`config.mk`:
```
export PLATFORM = sky130hd
export DESIGN_NAME = cfg_frame_loader
export DESIGN_NICKNAME = d
export VERILOG_FILES = /design/src/rtl/cfg_pkg.sv /design/src/rtl/cfg_frame_loader.sv
export SDC_FILE = /design/constraint.sdc
export NUM_CORES = 1
export LEC_CHECK = 0
export ABC_AREA = 1
export BUFFER_PORTS_ARGS = -buffer_cell sky130_fd_sc_hd__buf_2
export CAP_MARGIN = 5
export CORE_MARGIN = 3
export CORE_UTILIZATION = 47
export CTS_CLUSTER_SIZE = 8
export DETAILED_ROUTE_END_ITERATION = 8
export PLACE_DENSITY = 0.74
export SLEW_MARGIN = 25
export SYNTH_ARGS = -nofsm -noshare
export SYNTH_HDL_FRONTEND = slang
export SYNTH_SLANG_ARGS = --single-unit
export TNS_END_PERCENT = 100
```
`constraint.sdc`:
```
create_clock -name clk -period 1.74 [get_ports clk]
set_clock_uncertainty 0.15 [all_clocks]
set_input_delay 0.348 -clock clk [delete_from_list [all_inputs] [get_ports clk]]
set_output_delay 0.348 -clock clk [all_outputs]
set_load 0.02 [all_outputs]
```
`src/rtl/cfg_pkg.sv`:
```
// rtl/cfg_pkg.sv - shared constants and state type for the config frame loader
// CFG_CHECKSUM_EN adds the CHK state to the state enum.
package cfg_pkg;

  localparam logic [7:0] SYNC_BYTE = 8'hA5;
  localparam int         CSUM_W    = 8;

  typedef enum logic [2:0] {
    IDLE,
    ADDR,
    DATA,
`ifdef CFG_CHECKSUM_EN
    CHK,
`endif
    STROBE,
    HOLD
  } state_t;

endpackage

```
`src/rtl/cfg_frame_loader.sv`:
```
// rtl/cfg_frame_loader.sv - byte-stream loader that fills one config latch frame and strobes its enable
// CFG_CHECKSUM_EN: when defined, each frame is followed by an XOR checksum byte that must match.
module cfg_frame_loader
  import cfg_pkg::*;
#(
  parameter int FRAME_BITS = 32,
  parameter int NUM_FRAMES = 16
) (
  input  logic                  clk,
  input  logic                  rn,
  input  logic [7:0]            in_data,
  input  logic                  in_valid,
  output logic                  in_ready,
  output logic [FRAME_BITS-1:0] frame_data,
  output logic [NUM_FRAMES-1:0] frame_en,
  output logic                  busy,
  output logic                  err
);

  localparam int NBYTES = FRAME_BITS / 8;
  localparam int CW     = (NBYTES > 1) ? $clog2(NBYTES) : 1;
  localparam logic [NUM_FRAMES-1:0] EN_ONE = NUM_FRAMES'(1);

  state_t          state;
  logic [CW-1:0]   cnt;
  logic [7:0]      addr;
  logic            fire;
`ifdef CFG_CHECKSUM_EN
  logic [CSUM_W-1:0] csum;
`endif

  assign fire = in_valid & in_ready;

  // All outputs are registered; frame_en drives latch enables and must not glitch.
  always_ff @(posedge clk) begin
    if (!rn) begin
      state      <= IDLE;
      in_ready   <= 1'b0;
      busy       <= 1'b0;
      err        <= 1'b0;
      frame_en   <= '0;
      frame_data <= '0;
      cnt        <= '0;
      addr       <= '0;
`ifdef CFG_CHECKSUM_EN
      csum       <= '0;
`endif
    end else begin
      frame_en <= '0;
      case (state)
        IDLE: begin
          in_ready <= 1'b1;
          if (fire && in_data == SYNC_BYTE) begin
            state <= ADDR;
            busy  <= 1'b1;
          end
        end
        ADDR: begin
          if (fire) begin
            addr <= in_data;
            cnt  <= '0;
`ifdef CFG_CHECKSUM_EN
            csum <= in_data;
`endif
            if ({24'd0, in_data} >= NUM_FRAMES) begin
              err   <= 1'b1;
              state <= IDLE;
              busy  <= 1'b0;
            end else begin
              state <= DATA;
            end
          end
        end
        DATA: begin
          if (fire) begin
            frame_data[{cnt, 3'b000} +: 8] <= in_data;
`ifdef CFG_CHECKSUM_EN
            csum <= csum ^ in_data;
`endif
            if (cnt == CW'(NBYTES - 1)) begin
`ifdef CFG_CHECKSUM_EN
              state <= CHK;
`else
              state    <= STROBE;
              frame_en <= EN_ONE << addr;
              in_ready <= 1'b0;
`endif
            end else begin
              cnt <= cnt + 1'b1;
            end
          end
        end
`ifdef CFG_CHECKSUM_EN
        CHK: begin
          if (fire) begin
            if (in_data == csum) begin
              state    <= STROBE;
              frame_en <= EN_ONE << addr;
              in_ready <= 1'b0;
            end else begin
              err   <= 1'b1;
              state <= IDLE;
              busy  <= 1'b0;
            end
          end
        end
`endif
        STROBE: begin
          state <= HOLD;
        end
        HOLD: begin
          // frame_data is still held here to give the latches hold margin.
          state    <= IDLE;
          busy     <= 1'b0;
          in_ready <= 1'b1;
        end
        default: begin
          state    <= IDLE;
          busy     <= 1'b0;
          in_ready <= 1'b1;
        end
      endcase
    end
  end

endmodule
```
## Yosys cells after proc, flatten, opt, wreduce, memory -nomap -nowiden

Cells that the tools add are included.

- Bits in registers: 64
- Input port bits: 11
- Output and inout port bits: 51
- Logic and storage cells: 59

- Add/sub/neg operators: 2
- $lt $le $gt $ge: 1
- Equality and inequality tests: 11
- Shift-type cells: 3
- Mux-type cells: 18
- Bitwise operators: 3
- Reductions and logical operators: 13

Operators by type and width:

| operator | number |
|---|---|
| $bwmux 32 | 1 |
| $shift 8x7->32 const A | 1 |
| $shiftx 8x7->32 | 1 |
| $reduce_and 4->1 | 4 |
| $shl 1x8->16 const A | 1 |
| $mux 3 | 4 |
| $ne 2x2->1 const B | 6 |
| $pmux 3 s4 | 1 |
| $eq 8x8->1 const B | 1 |
| $ge 8x5->1 const B | 1 |
| $mux 2 | 4 |
| $neg 5->7 | 1 |
| $eq 3x2->1 const B | 2 |
| $reduce_and 3->1 | 2 |
| $mux 1 | 5 |
| $pmux 2 s2 | 1 |
| $reduce_and 2->1 | 2 |
| $reduce_or 2->1 | 2 |
| $eq 3x1->1 const B | 1 |
| $logic_not 3->1 | 1 |
| $pmux 1 s3 | 1 |
| $add 2x1->2 const B | 1 |
| $eq 2x2->1 const B | 1 |
| $not 1->1 | 2 |
| 4 further kinds | 4 |

## Depth between registers and ports, before layout

Gate-level depths: netlist of run 1.

- Depth in word-level cells: 4
- Gate-level depth with buffers: 8
- Gate-level depth less buffers: 8

## Least setup slack after synthesis of run 1

No wires, ideal clock.

- Path type: register -> register
- From: reg cnt[0]
- To: reg frame_data[23]
- Setup time: 0.071 ns
- Arrival: 1.613 ns
- Data required time: 1.519 ns
- Slack: -0.094 ns
- Cell stages (with the launch flop): 9
- Path buffers: 0
- Clock period less this slack: 1.834 ns
- Cell sequence: dfxtp_1 inv_1 ha_1 inv_1 nor2_4 inv_1 nor2_1 nand3_1 a21oi_1

- Longest elaborated chain between the ends: 3
- Elaborated cells on any way between the ends: 4

Ends and longest elaborated chain:

| what | line | text |
|---|---|---|
| start, declared | cfg_frame_loader.sv:25 | `logic [CW-1:0] cnt;` |
| start signal, assigned | cfg_frame_loader.sv:89 | `cnt <= cnt + 1'b1;` |
| $neg 5->7 (*) | cfg_frame_loader.sv:76 | `frame_data[{cnt, 3'b000} +: 8] <= in_data;` |
| $shiftx 8x7->32 / $shift 8x7->32 (equally long branches) | cfg_frame_loader.sv:76 |  |
| $bwmux 32 (*) | cfg_frame_loader.sv:76 |  |
| end signal, assigned by index | cfg_frame_loader.sv:76 |  |
| end, declared | cfg_frame_loader.sv:14 | `output logic [FRAME_BITS-1:0] frame_data,` |

Every way passes the cells marked *; elsewhere a longest branch is shown, timed or not.
A chain may end at the register's enable or synchronous reset.

## Worst setup path after layout of run 1

- From: reg cnt[1]
- To: reg frame_data[3]

Same word-level chain as after synthesis.

==> impl_metrics.json, run 1 <==
{
  "grt.overflow.total": 0,
  "layout-drive-gt1-share_pct": 28.39,
  "power.leakage_nw": 1.507,
  "htree_levels": 3,
  "routed_wl_um": 5612,
  "avgSynthCellArea_um2": 7.937,
  "drtPass1Iterations": 4,
  "gp_congestion": 0.8477,
  "antennaDiodeCount": 0,
  "ys_types": 24,
  "grt_pass1_vias": 2151,
  "ant_nets": 0,
  "power_density_nw_per_um2": 895.8,
  "peakVddDrop_mv": 0.4946,
  "clock_sinks": 64,
  "hold_viol_final": 0,
  "finalSetupViolCount": 0,
  "arrival_ps": 1680,
  "cpPeakStageDelay_ps": 350,
  "cts_made_buffers": 9,
  "vias_per_cell": 4.827,
  "fin_setup_tns_ps": 0,
  "reg2reg_from": "cnt[1]$_SDFFE_PN0P_",
  "seq_area_um2": 1284,
  "rows": 26,
  "crit_path_end": "frame_data[3]$_SDFFE_PN0P_",
  "start_kind": "flip-flop",
  "hpwl_um": 4061,
  "grt_pass1_wl_um": 9480,
  "seq_area_frac_synth_pct": 49.98,
  "path_max_fanout": 6,
  "grt_max_degree": 43,
  "cp.required_ps": 1820,
  "multi_input_comb_area_um2": 1144,
  "path_class": "reg2reg",
  "cts-root-buf": "clkbuf_8",
  "drt-initial-drc-count": 128,
  "critPathCaptureType": "flip-flop",
  "die-area_um2": 6377,
  "whs_ps": 178.8,
  "placed_cell_area_um2": 2960,
  "slew-limit-headroom_pct": 75.61,
  "syn_nets": 339,
  "core_area_um2": 5205,
  "drv_cap": 0,
  "status": "finished, final reports clean",
  "yosysWarnings": 0,
  "drv_slew": 0,
  "period_share_pct": 91.61,
  "final_nets": 409,
  "design_area_um2": 3188,
  "antenna_found_initial": 0,
  "synth-seq-cells": 64,
  "synth_area_um2": 2564,
  "grt_usage_pct": 19.24,
  "crit_slowest_cell": "dfxtp_2",
  "fillers": 486,
  "detail_route.wl_per_cell_um": 11.99,
  "rr_endpoint": "frame_data[3]$_SDFFE_PN0P_",
  "startpoint": "cnt[1]$_SDFFE_PN0P_",
  "hold_path.class": "in2reg",
  "clock_latency_ps": 340,
  "start_util_pct": 49.25,
  "ios": 62,
  "fp.dieH_um": 79.86,
  "vias": 2259,
  "rsz0062_at_grt": "false",
  "ff2ff_setup_slack_ps": 150,
  "worst_pin_slew_ps": 365.4,
  "synthCells": 323,
  "area_growth_pct": 24.35,
  "drc": 0,
  "layout_min_cycle_time_ps": 1594,
  "worstRegToRegCells": 7,
  "die_w_um": 79.86,
  "cts.path.max_buffers": 2,
  "crit_top_cell": "inv_1",
  "cts_hold_buf": 0,
  "tritoncts": "yes",
  "fmax_mhz": 627.3,
  "crit_chain": "inv_2 -> ha_4 -> inv_1 -> nand3_1 -> inv_1 -> a21oi_1 -> nor2_1",
  "path_clk_slew_ps": 70,
  "io_buffers": 61,
  "fin_util_pct": 61.25
}
==> sequential cells by signal, indices dropped and copies added, names as in the netlist <==
register / flops
addr: 8
frame_data: 32
in_ready: 1
busy: 1
state: 3
frame_en: 16
err: 1
cnt: 2
==> cells by family (layout without fill, tap and decap cells) <==
logic type               Yosys count  after routing  synth area share (%)
adder cells (fa/ha/maj)            5              5                 2.440
flip-flops                        64             64                 49.98
buffers and inverters             40            115                 6.198
AND/OR/NAND/NOR                  142            142                 26.06
AO/OA/AOI/OAI                     72             72                 15.32
==> worst min path at each step <==
| stage | start | endpoint | slack, ps | cells after the start |
|---|---|---|---|---|
| floorplan | addr[6]$_SDFFE_PN0P_ | addr[6]$_SDFFE_PN0P_ | 300 | 2 |
| global placement | err$_SDFFE_PN0P_ | err$_SDFFE_PN0P_ | 300 | 2 |
| detailed placement | err$_SDFFE_PN0P_ | err$_SDFFE_PN0P_ | 310 | 2 |
| CTS | in_data[0] | frame_data[24]$_SDFFE_PN0P_ | 170 | 3 |
| global route | in_data[0] | frame_data[24]$_SDFFE_PN0P_ | 190 | 3 |
| finish | in_data[0] | frame_data[24]$_SDFFE_PN0P_ | 180 | 3 |
==> final cells by class <==
class                           instances  area share [%]
Clock inverter                          5           1.727
Timing Repair Buffer                   66           10.75
Inverter                               33           3.885
Clock buffer                           11           4.749
Sequential cell                        64           40.27
Multi-Input combinational cell        219           35.87
Tap cell                               70           2.747
==> metrics by stage <==
stage / power (W) / setup WS, ps / instances
detailed placement: 0.001587 / 6.099 / 451
CTS: 0.002874 / 21.18 / 467
floorplan: 0.001546 / 83.61 / 323
finish: 0.002856 / 145.9 / 468
global route: 0.002943 / 3.685 / 468
global placement: 0.001587 / 105.5 / 451
==> Yosys cell counts <==
master | number | area, um^2
nor2_1 | 72 | 270.3
dfxtp_1 | 64 | 1281
nand2_1 | 35 | 131.4
o21ai_0 | 32 | 160.2
inv_1 | 30 | 112.6
a21oi_1 | 29 | 145.1
nand3_1 | 17 | 85.08
o21ai_2 | 8 | 70.07
ha_1 | 5 | 62.56
clkbuf_1 | 4 | 15.01
nand2_2 | 4 | 25.02
inv_2 | 3 | 11.26
nand4_1 | 3 | 18.77
buf_4 | 2 | 15.01
nand2_4 | 2 | 22.52
nand3_4 | 2 | 35.03
nor2_4 | 2 | 22.52
nor2_8 | 2 | 40.04
o21ai_1 | 2 | 10.01
buf_2 | 1 | 5.000
nor2_2 | 1 | 6.260
nor3_1 | 1 | 5.000
nor4_1 | 1 | 6.260
o211ai_1 | 1 | 7.510
==> critical path, delay by kind of cell, from the launching register on <==
kind            cells  cell delay, ps
flops               1             350
simple gates        2             280
fa+ha+maj           1             270
buf+inv             3             250
compound gates      1             190
==> power breakdown <==
part	switching (W)	internal, W	leakage, nW
Combinational	0.0000615	0.0000234	0.889
Clock	0.000568	0.000734	0.101
Sequential	0.00000210	0.00147	0.517
Total	0.000632	0.00222	1.51
==> what timing repair did <==
action                                  in CTS  in global routing
pin swaps                                    1                  2
endpoints found under the setup margin       1                 19
endpoints found under the hold margin        0                  0
setup buffers                                0                  1
gates resized for setup                      1                  4
==> routing by layer <==
metal | share of wire (%) | wire length [um] | GRT usage [%]
met5 | 0 | 0 | 0
met3 | 6.0 | 334 | 5.869
met4 | 1.2 | 68 | 7.095
met1 | 44 | 2496 | 22.39
met2 | 48 | 2712 | 33.14
==> layout by cell type (no fill, tap or decap), drive strengths merged, types with 3 or more instances in the layout <==
cell | synthesis | final
a21oi | 29 | 29
buf | 3 | 66
clkbuf | 4 | 11
dfxtp | 64 | 64
ha | 5 | 5
inv | 33 | 33
nand2 | 41 | 41
nand3 | 19 | 19
nand4 | 3 | 3
nor2 | 77 | 77
o21ai | 42 | 42
Note: power is estimated with default switching activity, not from simulation.
==> run 2, diff against run 1 <==
--- a/config.mk
+++ b/config.mk
@@ -9,10 +9,11 @@
 export BUFFER_PORTS_ARGS = -buffer_cell sky130_fd_sc_hd__buf_2
 export CAP_MARGIN = 5
 export CORE_MARGIN = 3
-export CORE_UTILIZATION = 47
+export CORE_UTILIZATION = 56
 export CTS_CLUSTER_SIZE = 8
 export DETAILED_ROUTE_END_ITERATION = 8
-export PLACE_DENSITY = 0.74
+export PLACE_DENSITY = 0.83
+export SETUP_SLACK_MARGIN = 0.1
 export SLEW_MARGIN = 25
 export SYNTH_ARGS = -nofsm -noshare
 export SYNTH_HDL_FRONTEND = slang
==> constraint.sdc (replaced) <==
create_clock -name clk -period 1.9 [get_ports clk]
set_clock_uncertainty 0.15 [all_clocks]
set_input_delay 0.38 -clock clk [delete_from_list [all_inputs] [get_ports clk]]
set_output_delay 0.38 -clock clk [all_outputs]
set_load 0.02 [all_outputs]
==> run 2 against run 1 <==
Effect of this change: register-to-register slack better by 30 ps; sequential power fell by 8%; hold slack improved by 35 ps; first-iteration DRC count grew 13%; critical endpoint is now in_ready$_SDFFE_PN0P_; largest cell class unchanged.
==> impl_metrics.json, run 2 (synthesis gave the netlist of run 1 again) <==
{
  "io_buffers": 61,
  "critPathCaptureType": "flip-flop",
  "power_density_nw_per_um2": 844.9,
  "wl_met3_um": 493,
  "fin_setup_tns_ps": 0,
  "drv_cap": 0,
  "crit_slowest_cell": "dfxtp_1",
  "cts-root-buf": "clkbuf_8",
  "core_area_um2": 4202,
  "fp.dieH_um": 73.66,
  "die-area_um2": 5426,
  "path_class": "reg2reg",
  "multi_input_comb_area_um2": 1149,
  "grt.overflow.total": 0,
  "power.leakage_nw": 1.514,
  "seq_area_um2": 1282,
  "peakVddDrop_mv": 0.5947,
  "rr_endpoint": "in_ready$_SDFFE_PN0P_",
  "status": "finished, final reports clean",
  "grt_max_degree": 43,
  "period_share_pct": 90.49,
  "stdcell_count": 446,
  "cts_hold_buf": 0,
  "fmax_mhz": 581.6,
  "ant_nets": 0,
  "grt_pass1_vias": 2285,
  "layout_commonest_cell": "nor2_1",
  "reg_top3": "frame_data: 32 flops, frame_en: 16 flops, addr: 8 flops",
  "reg2reg_from": "cnt[0]$_SDFFE_PN0P_",
  "largest_reg_flops": 32,
  "area_growth_pct": 23.38,
  "grt_pass1_wl_um": 9956,
  "p_total_w": 0.002672,
  "cpLargestDelayFamily": "compound AO/OA/AOI/OAI gates",
  "cp.required_ps": 1970,
  "drc": 0,
  "routed_wl_um": 6040,
  "hpwl_um": 4122,
  "die_w_um": 73.66,
  "cts_made_buffers": 9,
  "vias_per_cell": 5.262,
  "finalSetupViolCount": 0,
  "start_util_pct": 61.02,
  "wl_met2_um": 2920,
  "hold_viol_final": 0,
  "tritoncts": "yes",
  "drv_slew": 0,
  "finalWorstSetupSlack_ps": 180.7,
  "ios": 62,
  "layout_min_cycle_time_ps": 1719,
  "cp_num_buf_inv": 2,
  "drtPass1Iterations": 4,
  "slew-limit-headroom_pct": 76.15,
  "worst_pin_slew_ps": 356.9,
  "crit_top_cell": "o21ai_0",
  "dpl.cell_count": 430,
  "clock_latency_ps": 340,
  "top_layer_used": "met4",
  "fin_util_pct": 75.28,
  "start_kind": "flip-flop",
  "detail_route.wl_per_cell_um": 13.54,
  "antenna_found_initial": 0,
  "top_register": "frame_data",
  "hold_path_depth": 3,
  "cpPeakStageDelay_ps": 360,
  "rsz0062_at_grt": "true",
  "cts.path.max_buffers": 2,
  "grt_usage_pct": 24.02,
  "hold_path.class": "in2reg",
  "clock_sinks": 64,
  "holdPathEnd": "addr[2]$_SDFFE_PN0P_",
  "pre_cts_ws_ps": 80.44,
  "min_from": "in_data[2]",
  "layout-drive-gt1-share_pct": 27.78,
  "path_clk_slew_ps": 70,
  "rows": 23,
  "fillers": 345,
  "cts.repair_timing.setup_buffer_count": 0,
  "layout_common_cells": "nor2_1, dfxtp_1, buf_2",
  "htree_levels": 3,
  "gp_congestion": 0.8800,
  "antennaDiodeCount": 0,
  "final_nets": 407,
  "ff2ff_setup_slack_ps": 180,
  "vias": 2347,
  "arrival_ps": 1790,
  "wirelength_met1_um": 2470,
  "drt-initial-drc-count": 144,
  "crit_chain": "buf_4 -> ha_1 -> inv_1 -> o21ai_0 -> o21ai_0 -> nand2_1 -> a21oi_1",
  "path_max_fanout": 16,
  "worstRegToRegCells": 7
}
[run 2: worst min-delay path, delay by kind of cell]
family	cells	cell delay, ps
buf+inv	2	220
compound gates	1	60
[run 2: how the worst max path moves through the flow]
stage,end,depth (start not counted),from
floorplan,frame_data[23]$_SDFFE_PN0P_,8,cnt[0]$_SDFFE_PN0P_
global placement,frame_data[23]$_SDFFE_PN0P_,8,cnt[0]$_SDFFE_PN0P_
detailed placement,frame_data[23]$_SDFFE_PN0P_,8,cnt[1]$_SDFFE_PN0P_
CTS,frame_data[23]$_SDFFE_PN0P_,8,cnt[1]$_SDFFE_PN0P_
global route,in_ready$_SDFFE_PN0P_,7,cnt[0]$_SDFFE_PN0P_
finish,in_ready$_SDFFE_PN0P_,7,cnt[0]$_SDFFE_PN0P_
[run 2: power breakdown]
group | internal [W] | switching (W)
Sequential | 0.00134 | 0.00000193
Clock | 0.000748 | 0.000498
Combinational | 0.0000215 | 0.0000591
Total | 0.00211 | 0.000559
[run 2: routing by layer]
layer	vias up	global-route usage [%]
met2	108	41.54
met3	19	5.198
li1	1179	-
met5	-	0
met1	1041	27.34
met4	0	12.88
[run 2: metrics by stage]
stage	instance area [um^2]	hold WS, ps
after floorplan	2566	299.9
after global placement	2922	304.8
after detailed placement	2922	309.3
after CTS	3144	199.7
after global routing	3163	228.6
final	3163	213.4
[run 2: area by class of cell]
type / count / area share (%)
timing repair buffer: 64 / 10.36
clock inverter: 2 / 1.108
inverter: 33 / 3.916
sequential: 64 / 40.55
clock buffer: 14 / 5.775
tap: 50 / 1.978
multi-input combinational: 219 / 36.31
[run 2: timing repair]
action,4_1_cts,5_1_grt
cloned,0,0
endpoints found under the hold margin,0,0
gates resized for setup,1,6
endpoints found under the setup margin,7,20
pin swaps,0,1
